**src/rtl/posit_to_int_slave.sv**
```systemverilog
// Pipe-side slave that decodes 16-bit posits (es=0) to clamped 8-bit unsigned
// integers and queues them in a small FIFO feeding an AXI-S master.
//
// state | meaning
// IDLE  | waiting for req with FIFO space; captures pipe_read_data into in_reg
// ACK   | one-cycle ack pulse; decoded in_reg written to FIFO at cycle end
// GAP   | one idle cycle while upstream advances its data register
module posit_to_int_slave #(
  parameter int N   = 8,
  parameter int PS  = 16,
  parameter int D   = 8,
  parameter int D_S = 3
) (
  input  logic          clk,
  input  logic          reset,
  input  logic [PS-1:0] pipe_read_data,
  input  logic          pipe_read_req,
  output logic          pipe_read_ack,
  output logic [N-1:0]  tx_axis_tdata,
  output logic          tx_axis_tuser,
  output logic          tx_axis_tvalid,
  input  logic          tx_axis_tready
);

  localparam int FW = PS - 3;
  localparam int RW = $clog2(PS) + 1;
  localparam logic signed [RW:0] K_MAX = (RW+1)'(N - 1);
  localparam logic signed [RW:0] K_M1  = (RW+1)'(-1);

  typedef enum logic [1:0] {IDLE, ACK, GAP} state_t;

  state_t        state, state_next;
  logic [PS-1:0] in_reg;
  logic          capture, wr_en, rd_en;

  logic [N-1:0]   fifo_data [D];
  logic           fifo_user [D];
  logic [D_S-1:0] wr_ptr, rd_ptr;
  logic [D_S:0]   count;

  logic [PS-2:0]    body, rem;
  logic [RW-1:0]    run_len, sh;
  logic             run_done;
  logic signed [RW:0] k;
  logic [FW:0]      mant, int_part, guard_mask, sticky_mask;
  logic             guard, sticky, round_up;
  logic [N:0]       rounded;
  logic [N-1:0]     dec_data;
  logic             dec_user;

  assign capture = (state == IDLE) && pipe_read_req && (count < (D_S+1)'(D));
  assign wr_en   = (state == ACK);
  assign rd_en   = tx_axis_tvalid && tx_axis_tready;

  always_ff @(posedge clk) begin
    if (reset) state <= IDLE;
    else       state <= state_next;
  end

  always_comb begin
    state_next = state;
    case (state)
      IDLE:    if (capture) state_next = ACK;
      ACK:     state_next = GAP;
      GAP:     state_next = IDLE;
      default: state_next = IDLE;
    endcase
  end

  always_comb begin
    pipe_read_ack = (state == ACK);
  end

  always_ff @(posedge clk) begin
    if (reset)        in_reg <= '0;
    else if (capture) in_reg <= pipe_read_data;
  end

  // Regime run, fraction alignment, then round-to-nearest-even on 1.f >> (FW-k)
  always_comb begin
    body     = in_reg[PS-2:0];
    run_len  = '0;
    run_done = 1'b0;
    for (int i = PS - 2; i >= 0; i--) begin
      if (!run_done && (body[i] == body[PS-2])) run_len = run_len + 1'b1;
      else                                      run_done = 1'b1;
    end
    rem  = body << (run_len + 1'b1);
    mant = {1'b1, rem[PS-2 -: FW]};
    k    = body[PS-2] ? ($signed({1'b0, run_len}) - (RW+1)'(1))
                      : -$signed({1'b0, run_len});
    sh          = RW'(FW) - k[RW-1:0];
    int_part    = mant >> sh;
    guard_mask  = (FW+1)'(1) << (sh - 1'b1);
    sticky_mask = guard_mask - 1'b1;
    guard       = |(mant & guard_mask);
    sticky      = |(mant & sticky_mask);
    round_up    = guard & (sticky | int_part[0]);
    rounded     = int_part[N:0] + {{N{1'b0}}, round_up};

    dec_data = '0;
    dec_user = 1'b0;
    if (in_reg[PS-1]) begin
      dec_user = 1'b1;
    end else if (body != '0) begin
      if (k > K_MAX) begin
        dec_data = '1;
        dec_user = 1'b1;
      end else if (k == K_M1) begin
        dec_data = N'(|rem[PS-2 -: FW]);
      end else if (!k[RW]) begin
        if (rounded[N]) begin
          dec_data = '1;
          dec_user = 1'b1;
        end else begin
          dec_data = rounded[N-1:0];
        end
      end
    end
  end

  always_ff @(posedge clk) begin
    if (reset) begin
      wr_ptr <= '0;
      rd_ptr <= '0;
      count  <= '0;
    end else begin
      if (wr_en) wr_ptr <= wr_ptr + 1'b1;
      if (rd_en) rd_ptr <= rd_ptr + 1'b1;
      case ({wr_en, rd_en})
        2'b10:   count <= count + 1'b1;
        2'b01:   count <= count - 1'b1;
        default: count <= count;
      endcase
    end
  end

  always_ff @(posedge clk) begin
    if (wr_en && !reset) begin
      fifo_data[wr_ptr] <= dec_data;
      fifo_user[wr_ptr] <= dec_user;
    end
  end

  // Gate with tvalid so the unreset storage never leaks onto the bus
  assign tx_axis_tvalid = (count != '0);
  assign tx_axis_tdata  = tx_axis_tvalid ? fifo_data[rd_ptr] : '0;
  assign tx_axis_tuser  = tx_axis_tvalid ? fifo_user[rd_ptr] : 1'b0;

endmodule

```
**config.mk**
```make
export PLATFORM = sky130hd
export DESIGN_NAME = posit_to_int_slave
export DESIGN_NICKNAME = d
export VERILOG_FILES = /design/src/rtl/posit_to_int_slave.sv
export SDC_FILE = /design/constraint.sdc
export NUM_CORES = 1
export LEC_CHECK = 0
export CAP_MARGIN = 20
export CELL_PAD_IN_SITES_DETAIL_PLACEMENT = 1
export CELL_PAD_IN_SITES_GLOBAL_PLACEMENT = 2
export CORE_MARGIN = 8
export CORE_UTILIZATION = 37
export CTS_BUF_LIST = sky130_fd_sc_hd__clkbuf_8 sky130_fd_sc_hd__clkbuf_16
export DETAILED_ROUTE_END_ITERATION = 10
export PLACE_DENSITY_LB_ADDON = 0.08
export SLEW_MARGIN = 20
export SYNTH_ARGS = -nofsm -noshare
export SYNTH_HDL_FRONTEND = slang
export SYNTH_SLANG_ARGS = --single-unit
```
**constraint.sdc**
```tcl
create_clock -name clk -period 11.1 [get_ports clk]
set_input_delay 2.22 -clock clk [delete_from_list [all_inputs] [get_ports clk]]
set_output_delay 2.22 -clock clk [all_outputs]
set_load 0.02 [all_outputs]
```
======== Word level (Yosys, flattened, before mapping) ========
Memories as Yosys holds them, arrays and structs flattened. A register that Yosys moved wholly into a read port is not among the register bits.
Cells that the tools add are included.
storage, ports and cells
  register bits ........................... 28
  latch bits .............................. 0
  bits in writable memories ............... 72
  ROM bits ................................ 0
  input bits .............................. 20
  output and inout bits ................... 11
  word-level logic and storage cells ...... 147
  memories kept ........................... 2
memories
  memory     depth  bits a word  rd ports  clocked after memory_dff  wr ports  line  text
  fifo_data  8      8            1         1                         1         36    logic [N-1:0] fifo_data [D];
  fifo_user  8      1            1         1                         1         37    logic fifo_user [D];
cells by class
  add/sub/neg operators ................... 24
  $mul .................................... 0
  divide/modulo/power cells ............... 0
  $lt $le $gt $ge ......................... 2
  equal/unequal tests ..................... 19
  shift operators ......................... 3
  muxes and demuxes ....................... 51
  bitwise gates (word level) .............. 4
  reduce and logical (&&, ||, !) cells .... 37
operator list
  cell                                                                             count
  5-bit by 1-bit adder with 5-bit output, second input constant                    14
  5-bit 2-to-1 mux                                                                 13
  8-bit 2-to-1 mux                                                                 7
  14-bit bitwise AND                                                               2
  14-bit OR reduction                                                              2
  1-bit 2-to-1 mux                                                                 22
  1-bit logical AND                                                                17
  15-bit nonzero test                                                              1
  15-bit by 5-bit << shifter with 15-bit output                                    1
  1-bit == test                                                                    14
  1-bit by 5-bit << shifter with 14-bit output, first input constant               1
  14-bit by 5-bit >> shifter with 9-bit output                                     1
  14-bit by 1-bit subtractor with 14-bit output, second input constant             1
  1-bit zero test                                                                  13
  13-bit OR reduction                                                              1
  3-bit 2-to-1 mux                                                                 4
  9-bit by 1-bit adder with 9-bit output                                           1
  4-bit case mux with 2 select lines                                               1
  3-bit by 1-bit adder with 3-bit output, second input constant                    2
  6-bit by 1-bit == test with 1-bit output, second input constant                  1
  6-bit by 4-bit greater-than comparator with 1-bit output, second input constant  1
  6-bit 2-to-1 mux                                                                 1
  5-bit negator with 6-bit output                                                  1
  5-bit by 1-bit subtractor with 6-bit output, second input constant               1
  other kinds (15)                                                                 17

======== Depth between registers and ports, before layout ========
  word-level depth ........................ 56
  mapped depth ............................ 63
  mapped depth without buffers ............ 58

======== Worst setup path before layout ========
Ideal clock, no wire load.
  path type ............................... register -> register
  from .................................... register in_reg[14]
  to ...................................... memory fifo_data[0][1], data pin
  setup time .............................. 0.224 ns
  arrival ................................. 11.376 ns
  data required time ...................... 10.876 ns
  slack ................................... -0.500 ns
  stages on the path, launching flop included .. 62
  path buffers ............................ 6
  clock period less this slack ............ 11.600 ns
  path through ............................ dfxtp_1 > buf_6 > buf_8 > buf_12 > nand2_2 > a311o_1 > nand2_1 > inv_1 > ha_1 > inv_1 > and3_1 > nor2_1 > ha_1 > mux2_2 > a2bb2oi_1 > nand2_1 > nand2_1 > ha_1 > (+26 left out) > clkbuf_1 > ha_1 > buf_2 > nand2_1 > nor2_1 > nor2_1 > a22oi_1 > xnor2_1 > o22ai_1 > nand4_1 > nand4_1 > and2_1 > ha_1 > o2111ai_1 > or2_1 > o31ai_4 > nand2_2 > a21oi_1
between the ends
  longest elaborated chain between the ends .. 56
  elaborated cells on any way between the ends .. 105
  classes of those cells .................. add/sub (20); order compare (1); eq/ne (15); shift (3); mux (34); bitwise (4); reduce/logical (28)
ends and longest elaborated chain
  element                                                                                          line  text
  start: declaration                                                                               33    logic [PS-1:0] in_reg;
  start signal: assignment                                                                         76    else if (capture) in_reg <= pipe_read_data;
  parallel branches: the longest is 54 deep, another holds 5-bit by 1-bit adder with 5-bit output  -
  8-bit 2-to-1 mux (*)                                                                             105   end else if (body != '0) begin
  8-bit 2-to-1 mux (*)                                                                             103   if (in_reg[PS-1]) begin
  net dec_data[1]                                                                                  48    logic [N-1:0] dec_data;
  end: declaration                                                                                 36
Mark *: on every way through the listed nets, which the timed path passes.

======== Final worst setup path ========
  from .................................... register in_reg[12]
  to ...................................... memory fifo_data[2][7], data pin
between the ends
  longest elaborated chain between the ends .. 56
  elaborated cells on any way between the ends .. 89
  classes of those cells .................. add/sub (19); order compare (1); eq/ne (2); shift (3); mux (32); bitwise (4); reduce/logical (28)
ends and longest elaborated chain
  element                                                                                          line
  parallel branches: the longest is 54 deep, another holds 5-bit by 1-bit adder with 5-bit output  -
  8-bit 2-to-1 mux (*)                                                                             105
  8-bit 2-to-1 mux (*)                                                                             103
  net dec_data[7]                                                                                  48
Marked as above.

==> impl_metrics.tcl <==
set metrics [dict create \
    drt_iter0_markers 582 \
    maxCapViolCount 0 \
    clock_latency_ns 0.34 \
    yosysSeqAreaShare_pct 30.1 \
    synth_nets 1037 \
    hold_end "in_reg[14]" \
    initial_utilization_pct 37.2 \
    synthFlopType "edfxtp_1" \
    final-seq-area_um2 2790 \
    drive_above_1_share_pct 31.0 \
    io_pins 31 \
    reg2reg_slack_ns 0.22 \
    die_w_um 174 \
    nFillCells 2847 \
    die_y_um 174 \
    cts.sinks 103 \
    grt_pass1_wl_mm 48.6 \
    port_buffers 30 \
    wl_mm 31.3 \
    r2r_start "in_reg[12]" \
    slowest_stage "dfxtp_4" \
    fmax_ghz 0.0919 \
    num_antenna_cells 0 \
    synth_area_um2 9230 \
    finalClockSkew_ns 0.0118 \
    reg2reg_to "fifo_data[2][7]" \
    fin_tns_setup_ns 0 \
    rsz0062_at_grt "yes" \
    grt_pass1_vias 8546 \
    netlist_instances 995 \
    post-route-period-util_pct 98.1 \
    largest_reg_flops 64 \
    crit_arrival_ns 11.02 \
    worstHoldStart "in_reg[14]" \
    cp_common_cell "ha_1" \
    antenna_found_initial 0 \
    die-area_um2 30300 \
    cts_hold_buffers 0 \
    drv_slew 0 \
    slowest_delay_ns 0.36 \
    hold_path_depth 2 \
    cp-start-kind "flip-flop" \
    finalHoldViolCount 0 \
    grt.total_usage_pct 19.8 \
    multi_input_area_um2 6580 \
    cts-root-buf "clkbuf_16" \
    instances_no_fill 1440 \
    ff2ff_path_depth 57 \
    cts_max_path_buffers 2 \
    gp_congestion 0.879 \
    path_max_fanout 8 \
    drc 0 \
    drt_first_pass_iters 5 \
    antenna_left 0 \
    tritoncts "done" \
    cts_made_buffers 9 \
    cp.required_ns 11.24 \
    fin_crit_ns 10.88 \
    crit_type "reg2reg" \
    synth-edff-count 72 \
    tightest_slew_ns 1.08 \
    fp-row-count 58 \
    grt_max_degree 31 \
    layout.nets 1147 \
    dpl.cell_count 1388 \
    relSlewSlack_pct 27.9 \
    hold_path.class "reg2reg" \
    fp.coreArea_um2 24800 \
    synth.distinct_cells 119 \
    async_flop_share_pct 0 \
    grt.overflow.total 0 \
    cts.clk_slew.worst_paths_ns 0.07 \
    cts_htree_levels 3 \
    yosysWarnings 0 \
    avgSynthCellArea_um2 9.28 \
    status "finished, final reports clean" \
    syn_to_final_growth_pct 24.4 \
    yosys_register_bits 103 \
    wl_per_cell_um 21.7 \
    hpwl_mm 23.4 \
    critical_path.endpoint_type "flip-flop" \
    vias_per_cell 5.78 \
    setup_violations 0 \
    vias 8326 \
]
## metal layers
layer | track usage (%) | wire (µm) | up-vias | part of all wire (%)
li1 | - | - | 3989 | -
met1 | 26.4 | 14500 | 4156 | 46
met2 | 34.3 | 15400 | 142 | 49
met3 | 2.17 | 902 | 39 | 2.9
met4 | 3.92 | 468 | 0 | 1.5
met5 | 0 | 0 | - | 0
## repair_timing
action                     in CTS  in global routing
gates cloned                    0                  0
resized for setup              25                 83
pin swaps                      11                 44
setup buffers                   4                 30
setup endpoints to repair      72                 72
## cell usage in the layout (no fill, tap or decap), types with 9 or more instances in the layout
cell type        synthesis  routed
buf_4                    5     124
o211ai_1                11      11
dfxtp_1                 31      25
clkbuf_16                0       9
and2_1                  17      14
a211oi_1                17      11
nand3_1                 31      31
clkdlybuf4s50_1          0      30
a21oi_4                  1       9
or3_1                   10      10
edfxtp_1                72      72
ha_1                    21      15
mux2i_1                 34      31
xor2_1                  14      11
nor2_1                  93      87
nand2_2                  4      10
o21ai_0                 37      31
nand4_1                 15      15
nand2_1                121     114
xnor2_1                 27      22
mux4_2                  23      23
nor3_1                  22      19
a21oi_1                 59      48
inv_1                   22      19
## Yosys cell counts, types with 6 or more instances
| library cell | instances | area [µm²] |
|---|---|---|
| a211oi_1 | 17 | 128 |
| a21o_1 | 8 | 60.1 |
| a21oi_1 | 59 | 295 |
| a22oi_1 | 9 | 67.6 |
| a31oi_1 | 8 | 50.1 |
| and2_1 | 17 | 106 |
| and3_1 | 7 | 43.8 |
| buf_2 | 8 | 40.0 |
| buf_6 | 13 | 146 |
| clkbuf_1 | 28 | 105 |
| dfxtp_1 | 31 | 621 |
| edfxtp_1 | 72 | 2160 |
| ha_1 | 21 | 263 |
| inv_1 | 22 | 82.6 |
| mux2_2 | 9 | 101 |
| mux2i_1 | 34 | 340 |
| mux4_2 | 23 | 518 |
| nand2_1 | 121 | 454 |
| nand3_1 | 31 | 155 |
| nand4_1 | 15 | 93.8 |
| nor2_1 | 93 | 349 |
| nor2b_1 | 7 | 43.8 |
| nor3_1 | 22 | 110 |
| nor3b_1 | 7 | 52.6 |
| o211ai_1 | 11 | 82.6 |
| o21a_1 | 8 | 60.1 |
| o21ai_0 | 37 | 185 |
| o31ai_1 | 7 | 52.6 |
| or3_1 | 10 | 62.6 |
| xnor2_1 | 27 | 236 |
| xnor2_2 | 6 | 97.6 |
| xor2_1 | 14 | 123 |
## critical path, delay by kind of cell, from the launching register on
family,cells,cell delay [ns]
adder cells (fa/ha/maj),11,2.97
AO/OA/AOI/OAI,14,2.71
AND/OR/NAND/NOR,18,2.54
multiplexers,7,1.24
buffers and inverters,6,0.57
flip-flops,1,0.36
XOR/XNOR,1,0.30
## final cells by class
| type | count | area share (%) |
|---|---|---|
| inverters | 24 | 0.784 |
| well taps | 330 | 3.59 |
| flip-flops and latches | 103 | 24.3 |
| clock buffers | 9 | 1.96 |
| clock inverters | 7 | 0.534 |
| multi-input cells | 806 | 57.3 |
| repair buffers | 161 | 11.6 |
## how the worst max path moves through the flow
stage                          start               to  cells after the start
final                     in_reg[12]  fifo_data[2][7]                     57
after global routing      in_reg[12]  fifo_data[4][1]                     56
after CTS                 in_reg[11]  fifo_data[2][7]                     58
after global placement     in_reg[9]  fifo_data[0][1]                     57
after floorplan           in_reg[14]  fifo_data[0][1]                     61
after detailed placement   in_reg[9]  fifo_data[0][1]                     56
## through the flow
step,instance area [µm²],hold WS [ns],worst slack [ns],util (%)
detailed placement,10400,0.479,-0.293,41.9
global route,11500,0.502,-0.236,46.3
finish,11500,0.484,0.216,46.3
CTS,10800,0.482,0.0109,43.6
floorplan,9370,0.448,0.00413,-
global placement,10400,0.470,-0.0515,41.9
## cell families (layout without fill, tap and decap cells)
group                    count (synthesis)  in the layout  synth area share, %
AO/OA/AOI/OAI                          267            267                 21.7
adder cells (fa/ha/maj)                 23             23                 3.17
flip-flops                             103            103                 30.1
XOR/XNOR                                53             53                 6.52
buffers and inverters                   86            201                 5.50
AND/OR/NAND/NOR                        391            391                 21.6
multiplexers                            72             72                 11.4
Power is not shown: default switching activity piles up to over one toggle a cycle in this logic, so the estimate is an artifact.
==> edit 1: new RTL, same settings <==
Change the parameter `PS` from 16 to 32.
--- a/src/rtl/posit_to_int_slave.sv
+++ b/src/rtl/posit_to_int_slave.sv
@@ -7,7 +7,7 @@
 // GAP   | one idle cycle while upstream advances its data register
 module posit_to_int_slave #(
   parameter int N   = 8,
-  parameter int PS  = 16,
+  parameter int PS  = 32,
   parameter int D   = 8,
   parameter int D_S = 3
 ) (
Interface: changed (resized pipe_read_data); port bits go from 31 to 47. The function was not compared with the original's and may differ.
==> edit 1 against the original RTL <==
  * The flow now finishes with violations (negative setup slack)
  * Count of clock-buffer cells in the layout grew 8
  * Core utilization grew 8.8 points
  * Critical path type unchanged
  * Sequential share of layout area shrank 11 points
  * Final cell count grew 130%
  * Setup slack lost 10 ns
  * Area after synthesis grew 74%
  * Sequential cell count grew 16
  * First-iteration DRC count grew 110%
  * Routed wire length grew 140%
  * Synthesized cell count grew 110%
  * Highest routed layer is now met5
  * Critical path depth grew 51
  * Cell area grew 110%
  * Clock skew grew 0.0018 ns
Power is left out: the tool's default activity adds up to more than one toggle a clock period on the data nets, which glitch-free logic cannot reach.
==> edit 1: results (changes against the original RTL) <==
worst setup margin - -9.994 ns (-10.21 ns)
Detail Placement HPWL - 57.11 mm (+140%)
Post-Layout Cell Count - 3,300 (+130%)
initial antenna violation count - 1 (+1)
Tot GR Track Use - 28.35% (+8.5 points)
sequential share of cell area - 13.18% (-11 points)
hold path start - in_reg[31]$_SDFFE_PP0P_
Final #Nets - 2,779 (+140%)
Multi-In Gates - 1,761 (+120%)
synth top area cells - edfxtp_1, nand2_1, mux2i_1
worst reg2reg startpoint - in_reg[26]$_SDFFE_PP0P_
number of global-route vias before repair - 19,780 (+130%)
Final Setup Violations - 72 (+72)
Buffers, non-clock - 758 (+370%)
top cells by count, synth - nand2_1, nor2_1, a21oi_1
buffering overhead - 25.21% (+14 points)
Clk Latency, worst-skew pair - 0.44 ns (+0.10 ns)
crit-path max cell delay - 0.53 ns (+0.17 ns)
largest net degree at the start of global routing - 73 (+140%)
violated checks - negative setup slack
clock buffers - 17 (+8)
share of layout cells above drive strength 1 - 37.42% (+6.4 points)
PortBufs - 46 (+53%)
placed cells - 3,190 (+130%)
Die X - 224.3 µm (+29%)
status - finished with violations
crit path capture - fifo_data[4][7]$_DFFE_PP_
Least-Margin Pin Slew - 1.100 ns (+0.02268 ns)
Critical Path Slowest Stage Cell - mux4_2
#FFs+latches synth - 119 (+16%)
Worst EP arrival - 21.25 ns (+10.23 ns)
Seq/Total Area, Yosys - 19.32% (-11 points)
edit 1: changes by cell type in the layout (fill, tap and decap cells not counted), moves of 23 or more:
cell | unedited run | this run
xor2_1 | 11 | 38
buf_4 | 124 | 691
a211oi_1 | 11 | 34
nand2_1 | 114 | 280
xnor2_1 | 22 | 63
nor3_1 | 19 | 65
a21oi_1 | 48 | 128
nand3_1 | 31 | 59
nor2_1 | 87 | 181
mux2i_1 | 31 | 99
o21ai_0 | 31 | 87
edit 1: cell families (layout without fill, tap and decap cells):
| family | after synthesis | count (layout) | share of synthesized area (%) |
|---|---|---|---|
| AOI/OAI and AO/OA | 577 | 577 | 24.63 |
| xor gates and xnor gates | 139 | 139 | 9.777 |
| adders and majority gates | 44 | 44 | 3.428 |
| buffers and inverters | 195 | 835 | 5.305 |
| DFF | 119 | 119 | 19.32 |
| muxes | 153 | 153 | 11.65 |
| and+or+nand+nor | 848 | 848 | 25.89 |
edit 1: critical path, delay by kind of cell (launching register included):
kind                       cells  cell delay [ns]
adders and majority gates     25             6.78
DFF                            1             0.35
and+or+nand+nor               24             3.32
buffers and inverters          9             1.08
AOI/OAI and AO/OA             36             5.74
xor gates and xnor gates       4             0.94
muxes                         10             2.52
edit 1: layer usage:
metal	part of all wire [%]	GRT usage, %	vias up
met5	0.018	0	-
met4	3.4	11.12	2
met3	5.0	4.090	150
met2	47	46.22	479
met1	45	37.50	9465
li1	-	-	9002
edit 1: what timing repair did:
item | 4_1_cts | 5_1_grt
endpoints found under the setup margin | 72 | 72
resized for setup | 65 | 58
setup buffers | 48 | 30
pin swaps | 71 | 50
==> edit 2: new RTL, same settings <==
Made on the original files. Encoding of `state_t`: now one-hot (3 bits for 3 states).
--- a/src/rtl/posit_to_int_slave.sv
+++ b/src/rtl/posit_to_int_slave.sv
@@ -27,7 +27,7 @@
   localparam logic signed [RW:0] K_MAX = (RW+1)'(N - 1);
   localparam logic signed [RW:0] K_M1  = (RW+1)'(-1);
 
-  typedef enum logic [1:0] {IDLE, ACK, GAP} state_t;
+  typedef enum logic [2:0] {IDLE = 3'b001, ACK = 3'b010, GAP = 3'b100} state_t;
 
   state_t        state, state_next;
   logic [PS-1:0] in_reg;
Behaviour: same outputs for any inputs over 4 cycles, from zero or initial values and one cycle with reset high; so few cycles prove little.
==> edit 2 against the original RTL <==
  * Area after synthesis fell by 2.0%
  * Global-route usage grew 0.81 points
  * Cell area decreased by 4.5%
  * Clock skew fell by 0.0027 ns
  * Sequential cell count rose by 1
  * Setup slack gained 0.27 ns
  * Routed wire length decreased by 1.3%
  * Synthesized cell count decreased by 0.60%
  * Critical path type unchanged
Power is not shown: default switching activity piles up to over one toggle a cycle in this logic, so the estimate is an artifact.
==> edit 2: results (changes against the original RTL) <==
status - finished, final reports clean
Final GP Congestion - 0.8705 (-0.92%)
worst reg2reg startpoint - in_reg[9]$_SDFFE_PP0P_
Tot GR Track Use - 20.63% (+0.81 points)
initial antenna violation count - 0 (unchanged)
Seq/Total Area, Yosys - 30.97% (+0.83 points)
initial detailed-routing violation count - 622 (+6.9%)
Detail Placement HPWL - 23.23 mm (-0.62%)
clk_skew - 0.009114 ns (-0.002673 ns)
number of synthesized flops with an enable pin - 72 (unchanged)
Via density - 5.827 (+0.79%)
share of layout cells above drive strength 1 - 24.91% (-6.1 points)
Critical Path Slowest Stage Cell - xor3_2
top cells by count, synth - nor2_1, nand2_1, edfxtp_1
delay-heaviest family, CP - compound AO/OA/AOI/OAI gates
crit-path max cell delay - 0.51 ns (+0.15 ns)
Placed Instance Area - 0.01008 mm² (-3.1%)
synth top area cells - edfxtp_1, dfxtp_1, mux2i_1
largest net degree at the start of global routing - 41 (+32%)
worst flop-to-flop path endpoint - fifo_data[0][0]$_DFFE_PP_
CTS Buffer Depth - 2 (unchanged)
WL/cell - 22.11 µm (+1.8%)
worst r2r path cells - 54 (-5.3%)
first-pass GRT wire length - 47.86 mm (-1.6%)
r2r setup slk - 0.49 ns (+0.27 ns)
Syn Nets - 1,031 (-0.58%)
Worst EP arrival - 10.72 ns (-0.30 ns)
Final #Nets - 1,109 (-3.3%)
PortBufs - 30 (unchanged)
Rel. slew slack - 27.50% (-0.38 points)
number of global-route vias before repair - 8,207 (-4.0%)
Cell variety after synth - 107 (-10%)
edit 2: changes by cell type after synthesis, moves of 7 or more:
cell,change
mux2i_1,+17
buf_6,-12
o211ai_1,+8
nor2_1,+41
buf_2,+8
nand3_1,+14
a211oi_1,-9
or2_2,+7
nand2_1,-38
a21oi_1,-17
and3_1,+14
edit 2: tightest hold or removal path, stage by stage, from the launching register on:
cell     delay [ns]
dfxtp_4        0.37
mux2i_1        0.07
nor2_1         0.07
edit 2: final cells by class:
type                    instances  area [µm²]
inverters                      21       78.83
well taps                     324       405.4
multi-input cells             802        6312
flip-flops and latches        104        2815
clock buffers                   9       225.2
fillers                      2754       13200
clock inverters                 7       60.06
repair buffers                129        1080
edit 2: what timing repair did:
action                                  4_1_cts  5_1_grt
endpoints found under the setup margin       72       72
hold endpoints to repair                      0        0
resized for setup                            24       65
pin swaps                                     5       24
buffers inserted                              3       19
edit 2: cell families (layout without fill, tap and decap cells):
group	Yosys count	count (layout)	share of synthesized area, %
AOI/OAI and AO/OA	231	231	19.08
xor gates and xnor gates	61	61	7.963
and+or+nand+nor	404	404	22.44
adders and majority gates	22	22	3.125
muxes	84	84	12.55
DFF	104	104	30.97
buffers and inverters	83	166	3.871
edit 2: how the worst min path moves through the flow:
stage / start / to / slack, ns / cells after the start
2_1_floorplan: count[3]$_SDFFE_PP0P_ / count[3]$_SDFFE_PP0P_ / 0.47 / 2
3_3_place_gp: rd_ptr[2]$_SDFFE_PP0P_ / rd_ptr[2]$_SDFFE_PP0P_ / 0.51 / 2
3_5_place_dp: rd_ptr[1]$_SDFFE_PP0P_ / rd_ptr[1]$_SDFFE_PP0P_ / 0.53 / 2
4_1_cts: wr_ptr[1]$_SDFFE_PP0P_ / wr_ptr[1]$_SDFFE_PP0P_ / 0.55 / 2
5_1_grt: in_reg[9]$_SDFFE_PP0P_ / in_reg[9]$_SDFFE_PP0P_ / 0.56 / 2
6_report: in_reg[9]$_SDFFE_PP0P_ / in_reg[9]$_SDFFE_PP0P_ / 0.54 / 2
edit 2: per-layer routing:
metal  global-route usage, %  wire (µm)
met1                   29.48      15090
met3                   1.416        907
met4                   3.748        348
met2                   33.95      14530
met5                       0          0
edit 2: through the flow:
stage	std cells	setup WS (ns)
floorplan	989	0.09492
global placement	1358	-0.06846
detailed placement	1358	-0.5117
CTS	1377	0.04124
global route	1396	-0.1281
finish	1396	0.4908
